==> src/rtl/input_sr.sv <==
// Input shift buffer: collects narrow words from a stream and hands them to
// memory in pairs, or as a lone word when flushed.
module input_sr #(
  parameter int DWIDTH = 16,
  parameter int DEPTH  = 4
) (
  input  logic                  clk,
  input  logic                  reset,
  input  logic [DWIDTH-1:0]     data_in,
  input  logic                  wen,
  input  logic                  flush,
  input  logic                  mem_rdy,
  output logic [2*DWIDTH-1:0]   data_out,
  output logic                  wen_w2,
  output logic                  wen_w1,
  output logic                  full,
  output logic                  overflow,
  output logic [2:0]            count
);

  logic [DWIDTH-1:0]   mem_q [4];
  logic [1:0]          wr_q, wr_d;
  logic [1:0]          rd_q, rd_d;
  logic [1:0]          rd_n1;
  logic [2:0]          cnt_q, cnt_d;
  logic [2:0]          pop_n;
  logic                ovf_q, ovf_d;
  logic                w1_q, w1_d;
  logic                w2_q, w2_d;
  logic [2*DWIDTH-1:0] dout_q, dout_d;
  logic                push, pair, single;

  assign full  = (cnt_q == 3'(DEPTH));
  assign rd_n1 = rd_q + 2'd1;

  always_comb begin
    push   = wen && !full;
    pair   = mem_rdy && (cnt_q >= 3'd2);
    single = mem_rdy && flush && (cnt_q == 3'd1);
  end

  always_comb begin
    wr_d   = wr_q;
    rd_d   = rd_q;
    ovf_d  = ovf_q | (wen & full);
    w1_d   = 1'b0;
    w2_d   = 1'b0;
    dout_d = dout_q;
    pop_n  = 3'd0;
    if (push)
      wr_d = wr_q + 2'd1;
    // Pairs win over flush; a single pop only drains a lone word.
    if (pair) begin
      dout_d = {mem_q[rd_n1], mem_q[rd_q]};
      rd_d   = rd_q + 2'd2;
      w2_d   = 1'b1;
      pop_n  = 3'd2;
    end else if (single) begin
      dout_d = {{DWIDTH{1'b0}}, mem_q[rd_q]};
      rd_d   = rd_n1;
      w1_d   = 1'b1;
      pop_n  = 3'd1;
    end
    cnt_d = cnt_q + {2'b00, push} - pop_n;
  end

  always_ff @(posedge clk or posedge reset) begin
    if (reset) begin
      wr_q   <= '0;
      rd_q   <= '0;
      cnt_q  <= '0;
      ovf_q  <= 1'b0;
      w1_q   <= 1'b0;
      w2_q   <= 1'b0;
      dout_q <= '0;
    end else begin
      wr_q   <= wr_d;
      rd_q   <= rd_d;
      cnt_q  <= cnt_d;
      ovf_q  <= ovf_d;
      w1_q   <= w1_d;
      w2_q   <= w2_d;
      dout_q <= dout_d;
    end
  end

  always_ff @(posedge clk) begin
    if (push)
      mem_q[wr_q] <= data_in;
  end

  assign data_out = dout_q;
  assign wen_w1   = w1_q;
  assign wen_w2   = w2_q;
  assign overflow = ovf_q;
  assign count    = cnt_q;

endmodule

==> config.mk <==
export PLATFORM = sky130hd
export DESIGN_NAME = input_sr
export DESIGN_NICKNAME = d
export VERILOG_FILES = /design/src/rtl/input_sr.sv
export SDC_FILE = /design/constraint.sdc
export NUM_CORES = 1
export LEC_CHECK = 0
export CAP_MARGIN = 10
export CORE_MARGIN = 2
export CORE_UTILIZATION = 54
export CTS_CLUSTER_DIAMETER = 50
export DETAILED_ROUTE_END_ITERATION = 7
export PLACE_DENSITY = 0.89
export SETUP_SLACK_MARGIN = 0.15
export SYNTH_ARGS = -nofsm -noshare
export SYNTH_HDL_FRONTEND = slang
export SYNTH_SLANG_ARGS = --single-unit
export TNS_END_PERCENT = 5
==> constraint.sdc <==
create_clock -name clk -period 2.7 [get_ports clk]
set_input_delay 0.405 -clock clk [delete_from_list [all_inputs] [get_ports clk]]
set_output_delay 0.405 -clock clk [all_outputs]
set_load 0.05 [all_outputs]
== Word-level counts from Yosys, hierarchy flattened ==
Memories as Yosys holds them, arrays and structs flattened.
Cells that the tools add are included.

* Add/sub/neg operators: 5
* Magnitude comparators: 1
* Eq/ne operators: 2
* Mux-type cells: 11
* Bitwise gates (word level): 2
* Reduce and logical (&&, ||, !) cells: 6

{| class="wikitable"
|+ Operators by type and width
! cell !! number
|-
| $mux 32 || 2
|-
| $mux 1 || 6
|-
| $mux 2 || 3
|-
| $add 2x1->2 const B || 2
|-
| $logic_and 1x1->1 || 4
|-
| $add 3x1->3 || 1
|-
| $eq 3x1->1 const B || 1
|-
| $eq 3x3->1 const B || 1
|-
| $ge 3x2->1 const B || 1
|-
| $sub 3x3->3 || 1
|-
| $add 2x2->2 const B || 1
|-
| $reduce_bool 2->1 || 1
|-
| $and 1x1->1 || 1
|-
| $logic_not 1->1 || 1
|-
| $or 1x1->1 || 1
|}

* Flip-flop bits (word level): 42
* RAM bits: 64
* Bits of input ports: 21
* Logic and storage cells: 35
* Memories kept: 1

{| class="wikitable"
|+ Memory list
! memory !! depth !! bits a word !! read ports !! clocked after Yosys merged registers in !! wr ports !! RTL line !! text
|-
| mem_q || 4 || 16 || 2 || 0 || 1 || 21 || <nowiki>logic [DWIDTH-1:0] mem_q [4];</nowiki>
|}

== Depth between registers and ports, before layout ==
Gate-level depths: netlist (run 1).

* Word-level depth: 5
* Mapped depth: 10

== Worst setup path after synthesis (run 1) ==
Ideal clock, no wire load.

* Kind: reg-to-reg
* Start point: register cnt_q[2] (netlist: count[2])
* End point: register cnt_q[2] (netlist: count[2])
* Library setup time: 143 ps
* Arrival: 3,485 ps
* Required time: 2,557 ps
* Path slack: -927 ps
* Cell stages (with the launch flop): 11
* Path buffers: 0
* Cell sequence: dfrtp_1 nor3b_1 nor2b_1 inv_1 ha_1 inv_1 ha_1 inv_1 fa_1 xnor2_1 xnor2_1

* Longest elaborated chain between the ends: 5
* Elaborated cells on any way between the ends: 11
* Classes of those cells: 2 x add/sub; 1 x order compare; 2 x eq/ne; 2 x mux; 4 x reduce/logical

{| class="wikitable"
|+ RTL lines
! item !! RTL line !! text
|-
| start: declaration || 25 || <nowiki>logic [2:0] cnt_q, cnt_d;</nowiki>
|-
| start signal: assignment || 79 || <nowiki>cnt_q <= cnt_d;</nowiki>
|-
| $eq 3x3->1 || 33 || <nowiki>assign full = (cnt_q == 3'(DEPTH));</nowiki>
|-
| named net full || 16 || <nowiki>output logic full,</nowiki>
|-
| $logic_not 1->1 || 37 || <nowiki>push = wen && !full;</nowiki>
|-
| $logic_and 1x1->1 || 37 ||
|-
| $add 3x1->3 || 64 || <nowiki>cnt_d = cnt_q + {2'b00, push} - pop_n;</nowiki>
|-
| $sub 3x3->3 || 64 ||
|-
| named net cnt_d[2] || 25 ||
|}

The timed path passes the listed nets, and every way through them passes these cells.
A chain may end at the register's enable or synchronous reset.

== Final worst setup path (run 1) ==
* Start point: register cnt_q[0] (netlist: count[0])
* End point: output port full

* Longest elaborated chain between the ends: 1

{| class="wikitable"
|+ RTL lines
! item !! RTL line
|-
| $eq 3x3->1 || 33
|-
| end: declaration || 16
|}

No other way between the ends.

==> summary by stage, run 1 <==
Setup path
The sort of element at the start of the critical path is a flop. The signal on the critical path passes through nor3b_4, clkdlybuf4s50_1. Of all nets on the critical path, the largest fanout is 6. The capturing element type of the critical path is an output port.

The number of buffers and inverters on the critical path is 1. At the worst endpoint, the arrival time is 1.90 ns. The worst setup path is of the reg -> out kind.

The launching point of the worst reg2reg path is count[1]$_DFF_PP0_. The stage delay of the slowest cell on the critical path is 0.83 ns. In this run the critical register-to-register path is captured at count[2]$_DFF_PP0_. The slowest stage of the critical path is the sky130_fd_sc_hd__clkdlybuf4s50_1 cell.

Grouping stages by cell kind, the critical path spends the most delay in buffers and inverters. The path depth of the worst reg2reg path is 9. In this run the register-to-register setup slack is 0.56 ns.

STA puts the critical path data required time at 2.30 ns.

Timing
Timing would allow up to 434 MHz. On the final layout, the worst clock skew is 0.00948 ns. The number of slew-limit violations in the final report is 0. The sum of negative setup slack is 0 ns. The share of the cycle needed by the critical path after routing is 85.4%. Setup violations remaining at the end of the flow were counted as 0. Setup repair after global routing left no endpoint under its margin. The time the final worst path needs with I/O delays and setup is 2.31 ns. The final number of hold-violating endpoints came to 0. The least setup slack across all paths after layout is 0.395 ns.

At the pin with the least slew margin, the transition time is 0.537 ns. Headroom to the max-slew limit came out at 64.1%.

GRT
The first global-routing pass estimated 12800 um of wire. Across every metal layer, demand over resource in global routing totals 19.9%. The number of global-route vias before repair is 2461. After global routing the overflow that remains totals 0. The number of antenna violations at the first check in global routing is 0. The maximum number of pins on one net before global-route repair is 33.

Logic synthesis
The number of nets in the synthesized netlist is 249. During synthesis, Yosys emitted a total of 0 warnings. The post-synthesis instance total is 220. The netlist area before placement is 0.00440 sq mm. The synthesized design contains 106 register bits. After Yosys synthesis, full adders, half adders and majority gates account for 2.45% of the synthesized area. The basic-gate share of the synthesized area counting and, or, nand and nor cells is 1.51%.

The portion of synthesized area spent on multiplexers is 21.1%. The largest family of logic cells by synthesized area is multiplexers. The xor/xnor share of the synthesized area is 0.995%. Of the synthesized area, sequential elements account for 67.6%.

The mean post-synth cell area is 20.0 sq um. The distinct cell type count of the synthesized netlist is 25. The synthesized netlist devotes 3.72% of its cell area to compound gates.

Routing
The via count is 2288. Dividing the detail-routed wire length by the instance count gives 20.4 um. In the routed layout, each cell is associated on average with a via count of 5.78. The initial detailed-routing violation count is 147. The final antenna-violating net count is 0. For this run, design rule violations remaining after detail routing come to 0. The detailed-routing iteration count for the pre-antenna-repair pass is 4. The aggregate routed wire length is 8080 um.

Floorplanning
The region available for standard cell placement spans 0.00781 sq mm. The starting density of the core is 56.4%. The row count is 32. The die is 94.3 um tall. The floorplan step defined a die boundary enclosing 0.00889 sq mm.

The total I/O pin count is 60. In this run the horizontal extent of the chip is 94.3 um.

Clock network
The clock passes through at most 2 buffers. The number of buffers added by the clock tree synthesis step is 9. CTS saw 106 sinks. The post-CTS setup-driven buffer insertion count is 0. Post-CTS repair changed the size of 0 cells. The clock-pin slew on the worst setup and hold paths is 0.10 ns. The clock tree from TritonCTS is built. The clock root buffer is sky130_fd_sc_hd__clkbuf_8.

Clock latency on the worst-skew pair, taken at its later pin, is 0.36 ns. The depth of the CTS H-tree is 3. Hold repair after CTS inserted 0 buffers.

Placement
The post-place setup slack is 0.290 ns. At the end of routability-driven placement, the weighted congestion stood at 0.697. The number of buffer cells added on primary ports is 59.

Once detailed placement completed, the half-perimeter wirelength came to 5500 um.

Finish
The layout-stage area growth over the synthesis result is 21.9%. The ratio of cells with drive above 1 in the final layout is 26.9%. The final layout net count is 318.

The repair_antennas step left the layout with diodes totalling 0.

Power
IR analysis of the VDD net gives a maximum drop of 463 uV. The leakage power is 1.98 nW. The sum of internal, switching and leakage power is 6.76 mW.

In this run the power density over the cells is 1260 mW/mm^2.

Min path
The type of the tightest min-delay check is in -> async.

Flow run
The reported max-cap violation count is 0.

Outcome
The flow ran to the end, and the final reports show no timing, DRC or antenna violations.
[power by group]
group	total, mW	internal, mW	switching (mW)	leakage, nW
clock	0.859	0.338	0.521	0.0807
sequential	2.56	2.26	0.303	1.08
combinational	3.34	1.45	1.88	0.812
[cells by family (layout without fill, tap and decap cells)]
| kind of cell | Yosys count | in the layout |
|---|---|---|
| buf+inv | 22 | 96 |
| compound gates | 19 | 19 |
| xor+xnor | 5 | 5 |
| simple gates | 11 | 11 |
| fa+ha+maj | 8 | 8 |
| flops | 106 | 106 |
| mux | 49 | 49 |
[Yosys cell counts, drive strengths merged]
library cell | instances | area, sq um
a211o | 1 | 8.76
a21boi | 1 | 7.51
a21o | 1 | 7.51
a22o | 16 | 140
and2 | 4 | 25.0
and4 | 1 | 8.76
buf | 12 | 81.3
clkbuf | 1 | 3.75
dfrtp | 42 | 1050
edfxtp | 64 | 1920
fa | 1 | 20.0
ha | 7 | 87.6
inv | 9 | 33.8
mux2 | 17 | 191
mux4 | 32 | 736
nand2 | 1 | 3.75
nand3 | 1 | 5.00
nor2 | 1 | 3.75
nor2b | 2 | 12.5
nor3b | 1 | 7.51
xnor2 | 3 | 26.3
xor2 | 2 | 17.5
[how the worst max path moves through the flow]
stage / end / cells past startpoint / slack [ns] / from
6_report: full / 2 / 0.39 / count[0]$_DFF_PP0_
3_5_place_dp: count[2]$_DFF_PP0_ / 9 / 0.29 / mem_rdy
3_3_place_gp: count[2]$_DFF_PP0_ / 9 / 0.35 / mem_rdy
5_1_grt: full / 2 / 0.31 / count[0]$_DFF_PP0_
4_1_cts: full / 2 / 0.37 / count[0]$_DFF_PP0_
2_1_floorplan: count[2]$_DFF_PP0_ / 10 / 0.18 / count[2]$_DFF_PP0_
[flip-flops by register name, indices dropped and copies added (netlist names)]
signal / cells
wr_q: 2
rd_q: 2
wen_w1: 1
wen_w2: 1
data_out: 32
count: 3
overflow: 1
mem_q: 64
[layout by cell type (no fill, tap or decap), drive strengths merged]
cell type / count
a211o: 1
a21boi: 1
a21o: 1
a22o: 16
and2: 4
and4: 1
buf: 12
clkbuf: 10
clkdlybuf4s50: 59
clkinv: 2
clkinvlp: 2
dfrtp: 42
edfxtp: 64
fa: 1
ha: 7
inv: 11
mux2: 17
mux4: 32
nand2: 1
nand3: 1
nor2: 1
nor2b: 2
nor3b: 1
xnor2: 3
xor2: 2
[area by class of cell]
class | instances | area (sq um)
flip-flops and latches | 106 | 2980
well taps | 102 | 128
inverters | 9 | 33.8
clock inverters | 6 | 41.3
repair buffers | 71 | 731
fillers | 502 | 2440
clock buffers | 10 | 128
multi-input cells | 92 | 1330
[stage by stage]
step | utilization [%] | cells | hold slack [ns] | cell area [sq um]
global route | 68.7 | 396 | 0.349 | 5360
finish | 68.7 | 396 | 0.324 | 5360
global placement | 66.5 | 380 | 0.442 | 5190
floorplan | - | 220 | 0.504 | 4420
detailed placement | 66.5 | 380 | 0.460 | 5190
CTS | 68.7 | 396 | 0.336 | 5360
[metal layers]
| layer | routed length (um) | part of all wire, % | vias up | GRT usage, % |
|---|---|---|---|---|
| met1 | 3190 | 40 | 1191 | 24.3 |
| met2 | 4340 | 54 | 68 | 34.3 |
| met3 | 354 | 4.4 | 16 | 4.90 |
| li1 | - | - | 1013 | - |
| met4 | 191 | 2.4 | 0 | 7.73 |
| met5 | 0 | 0 | - | 0 |
Note: power is estimated with default switching activity, not from simulation.
==> inputs of run 2 (changes only) <==
- CORE_MARGIN: 2 -> 10
==> summary by stage, run 2 (synthesized netlist as in run 1, its figures left out) <==
Outcome
The run finished with clean final reports.

Routing
The via density per instance came to 5.76 (-0.33%). The initial detailed-routing violation count is 52 (-65%). The aggregate routed wire length is 8300 um (+2.8%). The detailed-routing iteration count for the pre-antenna-repair pass is 4 (unchanged). The final antenna-violating net count was 0 (unchanged). The routed length per instance is 20.9 um (+2.3%).

The detailed-route DRC error count is 0 (unchanged). The via count was 2292 (+0.17%).

Power
The internal power summed over all cells is 4.14 mW (+2.1%). The power per unit of standard cell area is 1270 mW/mm^2 (+1.2%). The net switching power figure was 2.72 mW (+0.42%). The maximum VDD drop is 641 uV (+38%). The net switching share of the total power is 39.6% (-0.39 points). The leakage power is 2.00 nW (+0.98%).

The clock power share is 14.3% (+1.6 points). The proportion of power drawn by combinational gates is 47.2% (-2.2 points). The sequential fraction of design power is 38.5% (+0.6 points). The sum of internal, switching and leakage power is 6.85 mW (+1.4%).

Placement
The total cell area at the placement stage came to 0.00517 sq mm (-0.39%). The total placed cells including tap cells was 382 (+0.53%). The number of buffer cells added on primary ports is 59 (unchanged). The final HPWL from detailed placement was 5910 um (+7.4%). The post-place setup slack is 0.278 ns (-0.0118 ns).

The routability congestion estimate from global placement came to 0.721 (+3.5%).

Clock network
The depth of the CTS H-tree came to 3 (unchanged). The number of instances resized during post-cts repair is 0 (unchanged). The number of buffers added by the clock tree synthesis step is 9 (unchanged). The total of hold buffers inserted after clock tree synthesis came to 0 (unchanged). The clock tree from TritonCTS is built. The number of sinks on the clock net is 106 (unchanged). The post-CTS setup-driven buffer insertion count was 0 (unchanged). The maximum root-to-sink buffer count is 2 (unchanged).

The clock root buffer is sky130_fd_sc_hd__clkbuf_8. The clock-pin slew on the worst setup and hold paths is 0.10 ns (about the same). The clock latency on the worst-skew pair is 0.35 ns (about the same).

Finish
The register containing the most flip-flops in the final layout is mem_q. The final layout net count was 320 (+0.63%). The final instance area is 0.00538 sq mm (+0.23%). The total area of sequential cells was 0.00298 sq mm (unchanged). Leaving out fill and tap cells, the most frequent cell in the layout is sky130_fd_sc_hd__edfxtp_1. The area of combinational cells with multiple inputs was 0.00133 sq mm (+0.19%). The count of placed standard cells in the final layout, fillers left out came to 398 (+0.51%).

The end-of-flow core utilization is 68.9% (+0.16 points). The ratio of cells with drive above 1 in the final layout came to 28.0% (+1.2 points). The number of flip-flops in the largest register came to 64 (unchanged). The number of inserted filler cells in the final layout is 522 (+4.0%).

The number of antenna repair diodes is 0 (unchanged). Leaving out fill and tap cells, the most frequent cells in the layout are sky130_fd_sc_hd__edfxtp_1 (64), sky130_fd_sc_hd__clkdlybuf4s50_1 (59), sky130_fd_sc_hd__dfrtp_1 (38). From synthesis to final layout, the design area changed by 22.2%.

Floorplanning
The die footprint is 0.0122 sq mm (+37%). The core area is 0.00781 sq mm (unchanged). The height of the chip is 110 um (+17%). The width of the die is 110 um (+17%). The total I/O pin count is 60 (unchanged). The row count came to 32 (unchanged). The starting density of the core is 56.4% (unchanged).

Timing
The final number of hold-violating endpoints is 0 (unchanged). The post-route clock skew is 0.0149 ns (+0.00545 ns). The time the final worst path needs with I/O delays and setup came to 2.34 ns (+0.0300 ns).

The relative max-transition margin is 56.3% (-7.8 points). The number of slew-limit violations in the final report is 0 (unchanged). The worst-case hold slack is 0.403 ns (+0.0786 ns).

The transition at the pin with the smallest max-transition slack was 0.655 ns (+0.119 ns). The maximum operating frequency is 428 MHz (-1.3%). The least setup slack across all paths after layout was 0.365 ns (-0.0300 ns). The share of the cycle needed by the critical path after routing is 86.5% (+1.1 points).

The total of endpoints with negative setup slack in the final report is 0 (unchanged). Setup repair after global routing left no endpoint under its margin. The sum of negative setup slack is 0 ns (unchanged).

GRT
The all-layer global routing usage was 14.4% (-5.5 points). The number of global-route vias before repair came to 2518 (+2.3%). The total grt overflow is 0 (unchanged). The number of antenna violations at the first check in global routing is 0 (unchanged).

The maximum number of pins on one net before global-route repair is 33 (unchanged). The wire length of the first global-routing pass is 13200 um (+3.3%).

Setup path
The data arrival time of the critical path was 1.93 ns (+0.03 ns). The worst setup path is captured at an output port. The maximum fanout along the worst path came to 6 (unchanged).

The stage delay of the slowest cell on the critical path is 0.84 ns (about the same). Traced cell by cell, the critical path runs through nor3b_4, clkdlybuf4s50_1. The worst setup path is of the reg -> out kind.

The cell type of the slowest stage on the worst timing path is sky130_fd_sc_hd__clkdlybuf4s50_1. The required time reported for the critical path endpoint is 2.30 ns (about the same). The sort of element at the start of the critical path is a flop.

The number of buffer and inverter stages on the critical path is 1 (unchanged). The cell family contributing the most delay on the critical path is buffers and inverters.

Min path
The worst hold path belongs to the class in -> async.

Flow run
The reported max-cap violation count was 0 (unchanged).
run 2: cell count changes in the layout (fill, tap and decap cells not counted):
cell | previous run | this run
sky130_fd_sc_hd__buf_4 | 8 | 13
sky130_fd_sc_hd__buf_12 | 4 | 1
sky130_fd_sc_hd__bufinv_16 | 0 | 1
sky130_fd_sc_hd__clkinv_1 | 1 | 0
sky130_fd_sc_hd__clkinv_2 | 1 | 0
sky130_fd_sc_hd__inv_8 | 0 | 1
sky130_fd_sc_hd__nor2b_1 | 1 | 0
sky130_fd_sc_hd__nor2b_2 | 1 | 2
run 2: final cells by class:
cell class	instances	area share, %
clock buffers	10	2.37
repair buffers	73	13.2
inverters	9	0.628
flip-flops and latches	106	55.4
clock inverters	6	1.37
multi-input cells	92	24.7
well taps	102	2.37
run 2: worst register-to-register path, cell delays in order (launching register included):
cell                      delay (ns)
sky130_fd_sc_hd__dfrtp_2        0.46
sky130_fd_sc_hd__nor2_1         0.20
sky130_fd_sc_hd__and4_1         0.29
sky130_fd_sc_hd__ha_1           0.25
sky130_fd_sc_hd__inv_1          0.05
sky130_fd_sc_hd__ha_1           0.12
sky130_fd_sc_hd__inv_1          0.05
sky130_fd_sc_hd__fa_2           0.33
sky130_fd_sc_hd__xnor2_1        0.19
sky130_fd_sc_hd__xnor2_1        0.14
run 2: per-layer routing:
layer / part of all wire, % / wire length, um / up-vias / GRT usage [%]
met5: 0 / 0 / - / 0
met4: 1.6 / 136 / 0 / 6.24
met3: 4.5 / 376 / 11 / 3.02
met2: 54 / 4520 / 48 / 24.8
met1: 39 / 3270 / 1216 / 17.2
li1: - / - / 1017 / -
run 2: worst paths after layout:
check / startpoint / to / slack (ns) / depth (start not counted)
min in group clk: overflow$_DFF_PP0_ / overflow$_DFF_PP0_ / 0.47 / 1
max: count[0]$_DFF_PP0_ / full / 0.36 / 2
max reg2reg: count[1]$_DFF_PP0_ / count[2]$_DFF_PP0_ / 0.54 / 9
max in group asynchronous: reset / wr_q[1]$_DFFE_PP0P_ / 1.64 / 3
min: reset / data_out[0]$_DFFE_PP0P_ / 0.40 / 2
min reg2reg: overflow$_DFF_PP0_ / overflow$_DFF_PP0_ / 0.47 / 1
run 2: power by group through the flow:
stage | logic [mW] | registers [mW] | clock network, mW
global route | 3.43 | 2.71 | 1.08
floorplan | 1.46 | 3.47 | 0
global placement | 3.19 | 2.64 | 0
finish | 3.24 | 2.64 | 0.977
CTS | 3.30 | 2.65 | 0.997
detailed placement | 3.28 | 2.68 | 0
